--- config.mk ---
export PLATFORM = sky130hd
export DESIGN_NAME = hack_cpu_ctrl
export DESIGN_NICKNAME = d
export VERILOG_FILES = /design/src/rtl/hack_cpu_ctrl_pkg.sv /design/src/rtl/hack_jump_cond.sv /design/src/rtl/hack_cpu_ctrl.sv
export SDC_FILE = /design/constraint.sdc
export NUM_CORES = 1
export LEC_CHECK = 0
export ABC_AREA = 1
export BUFFER_PORTS_ARGS = -buffer_cell sky130_fd_sc_hd__buf_4
export CELL_PAD_IN_SITES_DETAIL_PLACEMENT = 0
export CELL_PAD_IN_SITES_GLOBAL_PLACEMENT = 2
export CORE_AREA = 2 2 102 203
export CTS_CLUSTER_SIZE = 24
export DETAILED_ROUTE_END_ITERATION = 7
export DIE_AREA = 0 0 104 205
export PLACE_DENSITY = 0.83
export SETUP_SLACK_MARGIN = 0.1
export SLEW_MARGIN = 20
export SYNTH_ARGS = -nofsm -noshare
export SYNTH_HDL_FRONTEND = slang
export SYNTH_HIERARCHICAL = 1
export SYNTH_SLANG_ARGS = --single-unit
--- constraint.sdc ---
create_clock -name clk -period 1.9 [get_ports clk]
set_input_delay 0.095 -clock clk [delete_from_list [all_inputs] [get_ports clk]]
set_output_delay 0.095 -clock clk [all_outputs]
set_load 0.01 [all_outputs]
--- src/rtl/hack_cpu_ctrl_pkg.sv ---
`default_nettype none
// ============================================================================
// Module  : hack_cpu_ctrl_pkg
// Purpose : Shared definitions for the Hack CPU control/register stage:
//           sequencer state encoding and instruction-register bit-field
//           positions.
// Ports   : none (package)
// Revision: 1.0 - initial release
// ============================================================================
package hack_cpu_ctrl_pkg;

  // Sequencer states, one instruction walks FETCH -> DECODE -> [MEMRD] ->
  // EXEC -> [MEMWR] (A-instructions leave straight from DECODE).
  typedef enum logic [2:0] {
    ST_FETCH  = 3'd0,
    ST_DECODE = 3'd1,
    ST_MEMRD  = 3'd2,
    ST_EXEC   = 3'd3,
    ST_MEMWR  = 3'd4
  } state_t;

  // Instruction-register field positions
  localparam int c_IR_CI      = 15;  // 0 = A-instruction, 1 = C-instruction
  localparam int c_IR_ABIT    = 12;  // 1 = ALU y operand comes from M
  localparam int c_IR_COMP_HI = 11;  // {zx,nx,zy,ny,f,no}
  localparam int c_IR_COMP_LO = 6;
  localparam int c_IR_D1      = 5;   // dest A
  localparam int c_IR_D2      = 4;   // dest D
  localparam int c_IR_D3      = 3;   // dest M
  localparam int c_IR_J_HI    = 2;   // j1 (out < 0)
  localparam int c_IR_J_LO    = 0;   // j3 (out > 0)

endpackage : hack_cpu_ctrl_pkg
`default_nettype wire

--- src/rtl/hack_jump_cond.sv ---
`default_nettype none
// ============================================================================
// Module  : hack_jump_cond
// Purpose : Combinational Hack jump-condition evaluation.
// Ports   : i_j    - jump bits {j1,j2,j3}: jump on <0, ==0, >0
//           i_zr   - ALU zero flag
//           i_ng   - ALU negative flag
//           o_jump - branch taken
// Revision: 1.0 - initial release
// ============================================================================
module hack_jump_cond (
  input  logic [2:0] i_j,
  input  logic       i_zr,
  input  logic       i_ng,
  output logic       o_jump
);

  // The three conditions are mutually exclusive, so 111 is unconditional
  // and 000 never jumps.
  assign o_jump = (i_j[2] & i_ng) | (i_j[1] & i_zr) | (i_j[0] & ~i_ng & ~i_zr);

endmodule : hack_jump_cond
`default_nettype wire

--- src/rtl/hack_cpu_ctrl.sv ---
`default_nettype none
// ============================================================================
// Module  : hack_cpu_ctrl
// Purpose : Multi-cycle Hack CPU control/register stage. Fetches, holds
//           A/D/PC/IR/M, drives an external ALU and writes results back.
// Ports   : clk, rst_n              - clock, async active-low reset
//           o_imem_*/i_imem_*       - instruction fetch req/ready handshake
//           o_dmem_*/i_dmem_*       - data memory req/ready handshake
//           o_alu_x/y/ctl           - ALU operands and {zx,nx,zy,ny,f,no}
//           i_alu_out/zr/ng         - ALU result and flags (same cycle)
//           o_pc/o_a_reg/o_d_reg    - architectural state (observe)
//           o_retire                - one-cycle pulse per completed instr
// Revision: 1.0 - initial release
// ============================================================================
module hack_cpu_ctrl
  import hack_cpu_ctrl_pkg::*;
#(
  parameter int ADDR_W = 15,
  parameter int DATA_W = 16
) (
  input  logic              clk,
  input  logic              rst_n,
  output logic              o_imem_req,
  output logic [ADDR_W-1:0] o_imem_addr,
  input  logic              i_imem_ready,
  input  logic [DATA_W-1:0] i_imem_rdata,
  output logic              o_dmem_req,
  output logic              o_dmem_we,
  output logic [ADDR_W-1:0] o_dmem_addr,
  output logic [DATA_W-1:0] o_dmem_wdata,
  input  logic              i_dmem_ready,
  input  logic [DATA_W-1:0] i_dmem_rdata,
  output logic [DATA_W-1:0] o_alu_x,
  output logic [DATA_W-1:0] o_alu_y,
  output logic [5:0]        o_alu_ctl,
  input  logic [DATA_W-1:0] i_alu_out,
  input  logic              i_alu_zr,
  input  logic              i_alu_ng,
  output logic [ADDR_W-1:0] o_pc,
  output logic [DATA_W-1:0] o_a_reg,
  output logic [DATA_W-1:0] o_d_reg,
  output logic              o_retire
);

  state_t              r_state;
  state_t              w_state_nxt;
  logic [ADDR_W-1:0]   r_pc;
  logic [DATA_W-1:0]   r_a;
  logic [DATA_W-1:0]   r_d;
  logic [DATA_W-1:0]   r_ir;
  logic [DATA_W-1:0]   r_m;
  logic [ADDR_W-1:0]   r_maddr;   // A captured at instruction start
  logic [DATA_W-1:0]   r_wdata;   // ALU result frozen for the M write
  logic [ADDR_W-1:0]   w_pc_inc;
  logic                w_jump;
  logic                w_retire;
  logic                w_unused;

  assign w_pc_inc = r_pc + ADDR_W'(1);   // wraps naturally at 2**ADDR_W
  assign w_unused = &{1'b0, r_ir[14:13]};

  hack_jump_cond u_jump (
    .i_j    (r_ir[c_IR_J_HI:c_IR_J_LO]),
    .i_zr   (i_alu_zr),
    .i_ng   (i_alu_ng),
    .o_jump (w_jump)
  );

  // State register
  always_ff @(posedge clk or negedge rst_n) begin
    if (!rst_n) r_state <= ST_FETCH;
    else        r_state <= w_state_nxt;
  end

  // Next-state and retire decode
  always_comb begin
    w_state_nxt = r_state;
    w_retire    = 1'b0;
    case (r_state)
      ST_FETCH:  if (i_imem_ready) w_state_nxt = ST_DECODE;
      ST_DECODE: begin
        if (!r_ir[c_IR_CI]) begin
          w_retire    = 1'b1;
          w_state_nxt = ST_FETCH;
        end else if (r_ir[c_IR_ABIT]) begin
          w_state_nxt = ST_MEMRD;
        end else begin
          w_state_nxt = ST_EXEC;
        end
      end
      ST_MEMRD:  if (i_dmem_ready) w_state_nxt = ST_EXEC;
      ST_EXEC: begin
        if (r_ir[c_IR_D3]) begin
          w_state_nxt = ST_MEMWR;
        end else begin
          w_retire    = 1'b1;
          w_state_nxt = ST_FETCH;
        end
      end
      ST_MEMWR: begin
        if (i_dmem_ready) begin
          w_retire    = 1'b1;
          w_state_nxt = ST_FETCH;
        end
      end
      default:   w_state_nxt = ST_FETCH;
    endcase
  end

  // Architectural and staging registers
  always_ff @(posedge clk or negedge rst_n) begin
    if (!rst_n) begin
      r_pc    <= '0;
      r_a     <= '0;
      r_d     <= '0;
      r_ir    <= '0;
      r_m     <= '0;
      r_maddr <= '0;
      r_wdata <= '0;
    end else begin
      case (r_state)
        ST_FETCH:  if (i_imem_ready) r_ir <= i_imem_rdata;
        ST_DECODE: begin
          r_maddr <= r_a[ADDR_W-1:0];
          if (!r_ir[c_IR_CI]) begin
            r_a  <= r_ir;
            r_pc <= w_pc_inc;
          end
        end
        ST_MEMRD:  if (i_dmem_ready) r_m <= i_dmem_rdata;
        ST_EXEC: begin
          if (r_ir[c_IR_D2]) r_d <= i_alu_out;
          if (r_ir[c_IR_D1]) r_a <= i_alu_out;
          // Jump target is A as it was before this instruction's own write
          r_pc    <= w_jump ? r_a[ADDR_W-1:0] : w_pc_inc;
          r_wdata <= i_alu_out;
        end
        default: ;
      endcase
    end
  end

  // While reset is held the sequencer sits in FETCH; the request is masked
  // so nothing is issued until reset is released.
  assign o_imem_req   = rst_n && (r_state == ST_FETCH);
  assign o_imem_addr  = r_pc;
  assign o_dmem_req   = (r_state == ST_MEMRD) || (r_state == ST_MEMWR);
  assign o_dmem_we    = (r_state == ST_MEMWR);
  assign o_dmem_addr  = r_maddr;
  assign o_dmem_wdata = r_wdata;
  assign o_alu_x      = r_d;
  assign o_alu_y      = r_ir[c_IR_ABIT] ? r_m : r_a;
  assign o_alu_ctl    = r_ir[c_IR_COMP_HI:c_IR_COMP_LO];
  assign o_pc         = r_pc;
  assign o_a_reg      = r_a;
  assign o_d_reg      = r_d;
  assign o_retire     = w_retire;

endmodule : hack_cpu_ctrl
`default_nettype wire
==> out/summary.txt, run 1 <==
outcome -> completed
Inserted Diodes -> 0
PortBufs -> 188
first-pass GRT wire length -> 28,400 µm
CTS buffer count -> 17
leading area contributor after synthesis -> dfrtp_1
worst-margin pin slew -> 720 ps
Gate Count Post-Synth -> 675
final hold vios -> 0
Post-CTS Setup Repair Bufs -> 0
WL per Instance -> 16.3 µm
most frequent cells in the layout -> 255 x nand2_1, 198 x buf_4, 113 x dfrtp_1
Hold Path End -> r_state[0]$_DFFE_PN0P_
Max Freq -> 604 MHz
share of cells above drive strength 1 -> 27.6%
synthesized-area fraction occupied by and/or/nand/nor cells -> 26.2%
# IOs -> 189
Clock Sinks -> 113
Slew HR -> 52.0%
Hold Path Origin -> i_imem_ready
Synth Area in Adders -> 0.228%
synthesized flop and latch total -> 113
Final setup violation count -> 0
worst-skew pair later-pin latency -> 410 ps
critical path required time -> 2170 ps
post-synthesis mux area share -> 0%
Mapped Avg Cell Area -> 8.12 µm²
Synthesized Nets -> 730
vias per inst -> 4.40
vias in the first global route -> 5,023
drt first pass iters -> 5
hold crit path type -> in2reg
initial antenna violation count -> 0
Area contributors post-synth -> dfrtp_1 52%, nand2_1 17%, o21ai_0 6.4%
Max Buffers Root-to-Sink -> 2
# rows -> 73
pin count of the biggest net entering global routing -> 69
Layout Nets -> 933
worst reg2reg setup slack -> 250 ps
fin crit period -> 1650 ps
fin crit share -> 87.1%
max-slew violations -> 0
total track usage -> 17.6%
area share of the largest cell type after synthesis -> 51.6%
drt total wl -> 18,800 µm
Synthesis Warnings -> 6
P&R area growth vs syn -> 45.7%
Worst R2R End -> o_a_reg[5]$_DFFE_PN0P_
Final TNS setup -> 0 ps
gr ovfl total -> 0
DP HPWL -> 13,900 µm
largest family of logic cells by synthesized area -> simple AND/OR/NAND/NOR gates
Routed Antenna Nets -> 0
fin cells -> 1,151
RePlAce Congestion -> 0.789
crit path DAT -> 1920 ps
commonest non-fill, non-tap cell in the layout -> nand2_1
RSZ-0062 raised after global routing -> false
DRC Markers -> 0
Worst setup SP type -> register
Hold Path Cell Cnt -> 3
critical path fanouts, max -> 16
via count -> 5,070
WS Path Type -> reg2reg
synthesized area -> 0.00548 mm²
Core Footprint -> 0.0197 mm²
skew final -> 5.75 ps
Cell variety after synth -> 31
Max-Cap Viols -> 0
H-tree depth -> 4
sequential element share of the synthesized area -> 51.6%
VDD IR max -> 0.000750 V
fill cell count -> 2,059
Post-Synth XOR/XNOR Area -> 0.480%
Power Density -> 1780 mW/mm²
endpoint type of the worst setup path -> register
CTS tree -> yes
DR iter-0 viols -> 165
Die Y -> 205 µm
die area -> 0.0213 mm²
DP Cell Count -> 1,071
reg-to-reg startpoint -> r_state[2]$_DFFE_PN0P_
P_leak -> 4.10 nW
CTS root buf -> clkbuf_16
Compound-Gate Fraction of Synth Area -> 9.25%
Initial Utilization -> 27.8%
worst reg-to-reg path cell count -> 4
Clock transition at path regs -> 50 ps
chip width -> 104 µm
[cell type report]
type                    count  area [µm²]  share of cell area [%]
flip-flops and latches    113        2830                    35.4
clock buffers              25         515                    6.46
multi-input cells         442        1990                    25.0
well taps                 262         328                    4.11
clock inverters             5        75.1                   0.941
inverters                  54         205                    2.57
repair buffers            250        2040                    25.5
[through the flow]
step / hold WS [ps] / setup WS, ps / area, µm² / util, % / power, mW
final: 40.4 / 245 / 7980 / 40.5 / 14.2
after global routing: 30.6 / 109 / 7980 / 40.5 / 15.2
after CTS: 10.4 / 206 / 7970 / 40.4 / 14.4
after detailed placement: -33.1 / 211 / 6890 / 34.9 / 11.0
after global placement: -32.3 / 204 / 6890 / 34.9 / 11.0
after floorplan: -201 / 450 / 5480 / - / 8.07
[kinds of logic after synthesis]
family                   count (synthesis)
adder cells (fa/ha/maj)                  1
flip-flops                             113
buffers and inverters                  121
AND/OR/NAND/NOR                        340
XOR/XNOR                                 3
AO/OA/AOI/OAI                           97
[worst max-delay path: stages, from the launching register on]
cell     delay [ps]
dfrtp_1         420
nor2_4          150
nand2_4         150
o21ai_2         630
o21ai_0         150
[synth_stat cells]
cell type,instances
a21oi_1,10
buf_2,7
buf_4,40
buf_6,7
clkbuf_1,13
dfrtp_1,113
ha_1,1
inv_1,49
inv_2,4
inv_4,1
nand2_1,255
nand2_2,1
nand2_4,1
nand3_1,53
nand3_4,1
nand3b_1,4
nand4_1,5
nor2_1,14
nor2_2,1
nor2_4,3
nor2_8,1
nor3_1,1
o211ai_1,1
o21ai_0,70
o21ai_1,12
o21ai_4,1
o21bai_1,1
o221ai_1,1
o22ai_1,1
xnor2_1,2
xor2_1,1
[per-layer routing]
metal | track usage, % | wire [µm] | vias to the layer above
met5 | 0 | 0 | -
met4 | 6.42 | 346 | 0
met3 | 3.18 | 733 | 21
met2 | 34.9 | 10900 | 143
met1 | 18.2 | 6860 | 2386
li1 | - | - | 2520
[power breakdown]
group,switching (mW),internal (mW)
Sequential,0.889,3.53
Combinational,3.73,2.85
Clock,1.10,2.12
Total,5.72,8.49
[worst max path at each step]
stage                                    start                           to  slack [ps]  cells past startpoint
floorplan           o_imem_addr[0]$_DFFE_PN0P_  o_imem_addr[10]$_DFFE_PN0P_         450                      8
global placement    o_imem_addr[0]$_DFFE_PN0P_  o_imem_addr[10]$_DFFE_PN0P_         200                      8
detailed placement  o_imem_addr[0]$_DFFE_PN0P_  o_imem_addr[10]$_DFFE_PN0P_         210                      8
CTS                 o_imem_addr[0]$_DFFE_PN0P_  o_imem_addr[10]$_DFFE_PN0P_         210                      8
global route            r_state[2]$_DFFE_PN0P_       o_a_reg[1]$_DFFE_PN0P_         110                      5
finish                  r_state[2]$_DFFE_PN0P_       o_a_reg[5]$_DFFE_PN0P_         250                      4
[timing repair]
item                                    4_1_cts  5_1_grt
resized for setup                             0        1
hold buffers                                 49        0
endpoints found under the hold margin       178        0
endpoints found under the setup margin        0       14
Note: power is estimated with default switching activity, not from simulation.
==> run 2: changes to the inputs <==
Settings changed: GPL_TIMING_DRIVEN set to 0.
==> run 2 against run 1 <==
Fmax shrank 1.7%. Highest routed layer unchanged. Routed wire length grew 10%. Global-route usage grew 2.3 points. Sequential share of layout area shrank 1.4 points. Final cell count grew 4.8%. Sequential cell count is the same. Critical endpoint is now o_retire. Worst setup slack lost 29 ps. Worst hold slack gained 2.0 ps. Sequential power is essentially flat. Via count grew 5.0%.
==> out/summary.txt, run 2 (synthesized netlist as in run 1, its figures left out) <==
Power Density -> 1770 mW/mm² (-0.45%)
Worst setup SP type -> register
WS Path Type -> reg2out
via count -> 5,321 (+5.0%)
# IOs -> 189 (unchanged)
Buf+Inv Stages, Crit Path -> 2 (+2)
initial antenna violation count -> 0 (unchanged)
Clock Sinks -> 113 (unchanged)
CTS buffer count -> 17 (unchanged)
Post-CTS Setup Repair Bufs -> 0 (unchanged)
Die Y -> 205 µm (unchanged)
reg-to-reg startpoint -> o_imem_addr[0]$_DFFE_PN0P_
FF+latch area -> 0.00283 mm² (unchanged)
multi-input combinational cell area -> 0.00198 mm² (-0.44%)
fin crit period -> 1680 ps (+28.7 ps)
crit path DAT -> 1590 ps (-330 ps)
endpoint type of the worst setup path -> output port
Core Footprint -> 0.0197 mm² (unchanged)
hold crit path type -> in2reg
commonest non-fill, non-tap cell in the layout -> nand2_1
critical path fanouts, max -> 10 (-6)
total track usage -> 19.9% (+2.3 points)
RSZ-0062 raised after global routing -> true
CTS root buf -> clkbuf_16
Hold Path Origin -> i_imem_ready
Initial Utilization -> 27.8% (unchanged)
Clock transition at path regs -> 50 ps (about the same)
DRC Markers -> 0 (unchanged)
# rows -> 73 (unchanged)
most frequent cells in the layout -> 255 x nand2_1, 226 x buf_4, 113 x dfrtp_1
worst-skew pair later-pin latency -> 420 ps (about the same)
DP HPWL -> 16,000 µm (+15%)
fin crit share -> 88.6% (+1.5 points)
CP delay by family, top -> flip-flops
Routed Antenna Nets -> 0 (unchanged)
pin count of the biggest net entering global routing -> 70 (+1.4%)
outcome -> completed
final hold vios -> 0 (unchanged)
first-pass GRT wire length -> 32,000 µm (+12%)
top routing layer used -> met4
CTS tree -> yes
P_leak -> 4.32 nW (+5.4%)
Layout Nets -> 987 (+5.8%)
Final TNS setup -> 0 ps (unchanged)
vias in the first global route -> 5,646 (+12%)
Post-DP Area -> 0.00724 mm² (+5.1%)
Slew HR -> 61.4% (+9.5 points)
RePlAce Congestion -> 0.809 (+2.5%)
Hold Path Cell Cnt -> 3 (unchanged)
Inserted Diodes -> 0 (unchanged)
worst-margin pin slew -> 578 ps (-142 ps)
met2 WL -> 11,900 µm (+9.3%)
CP Cell Sequence -> nor2_4 -> nand2_4 -> buf_6 -> o221ai_1 -> buf_4
DP Cell Count -> 1,125 (+5.0%)
crit path from -> r_state[2]$_DFFE_PN0P_
vias per inst -> 4.41 (+0.16%)
Worst R2R End -> o_imem_addr[14]$_DFFE_PN0P_
max-slew violations -> 0 (unchanged)
DR iter-0 viols -> 179 (+8.5%)
CP max stage cell -> dfrtp_1
Met3 Routed Length -> 932 µm (+27%)
critical path required time -> 1800 ps (-370 ps)
skew final -> 10.8 ps (+5.06 ps)
fin cells -> 1,206 (+4.8%)
Final setup violation count -> 0 (unchanged)
chip width -> 104 µm (unchanged)
Max Buffers Root-to-Sink -> 2 (unchanged)
drt total wl -> 20,800 µm (+10%)
drt first pass iters -> 4 (-1)
gr ovfl total -> 0 (unchanged)
Fin Hold WS -> 42.4 ps (+1.98 ps)
PortBufs -> 187 (-0.53%)
Metal-1 WL -> 7080 µm (+3.2%)
Max-Cap Viols -> 0 (unchanged)
worst reg2reg setup slack -> 240 ps (about the same)
fill cell count -> 2,108 (+2.4%)
Max Freq -> 594 MHz (-1.7%)
share of cells above drive strength 1 -> 30.6% (+3.1 points)
Max stage delay on crit path -> 430 ps (-200 ps)
P&R area growth vs syn -> 51.8%
worst reg-to-reg path cell count -> 8 (+4)
die area -> 0.0213 mm² (unchanged)
VDD IR max -> 0.000724 V (-3.5%)
Design Area, Final -> 0.00832 mm² (+4.2%)
Hold Path End -> r_state[0]$_DFFE_PN0P_
H-tree depth -> 4 (unchanged)
WL per Instance -> 17.2 µm (+5.3%)
[run 2: cell count changes in the layout (fill, tap and decap cells not counted), moves of 3 or more]
cell      delta
buf_6        +8
clkbuf_1    +11
buf_4       +28
clkbuf_2     +4
buf_12       -3
buf_2        +7
[run 2: metal layers]
layer / vias up / GRT usage (%)
met1: 2509 / 18.6
met3: 33 / 4.07
met4: 0 / 10.8
met5: - / 0
met2: 161 / 39.6
li1: 2618 / -
[run 2: worst max-delay path by stage]
stage          cells after the start                           to  slack [ps]
4_1_cts                            4                   o_alu_y[7]         110
3_5_place_dp                       7       o_a_reg[6]$_DFFE_PN0P_          40
6_report                           5                     o_retire         220
2_1_floorplan                      8  o_imem_addr[10]$_DFFE_PN0P_         450
5_1_grt                            8  o_imem_addr[10]$_DFFE_PN0P_          70
3_3_place_gp                       7       o_a_reg[6]$_DFFE_PN0P_          40
[run 2: where the power goes]
part	internal [mW]	switching [mW]
combinational	3.31	4.00
sequential	3.53	0.890
clock	1.92	1.10
total	8.75	5.99
[run 2: cell type report]
cell class | count | share of cell area [%]
timing repair buffer | 238 | 23.5
inverter | 54 | 2.47
multi-input combinational | 441 | 23.9
clock inverter | 6 | 0.662
sequential | 113 | 34.0
clock buffer | 25 | 5.96
buffer | 67 | 5.63
tap | 262 | 3.94
[run 2: tightest hold or removal path, stage by stage]
cell     delay, ps
buf_4           80
o21ai_0         90
nor3_1         130
[run 2: repair_timing]
action                     in CTS  in global routing
gates resized for setup         1                  7
gates cloned                    0                  0
hold endpoints to repair      110                  0
hold buffers                   50                  0
pin swaps                       0                  0
setup endpoints to repair       1                 21
[run 2: per-stage QoR]
| stage | setup WS [ps] | util [%] | power [mW] |
|---|---|---|---|
| global placement | 41.2 | 36.5 | 11.7 |
| finish | 217 | 42.2 | 14.7 |
| floorplan | 450 | - | 8.07 |
| detailed placement | 36.1 | 36.7 | 11.8 |
| CTS | 114 | 42.1 | 14.9 |
| global route | 73.4 | 42.2 | 15.8 |
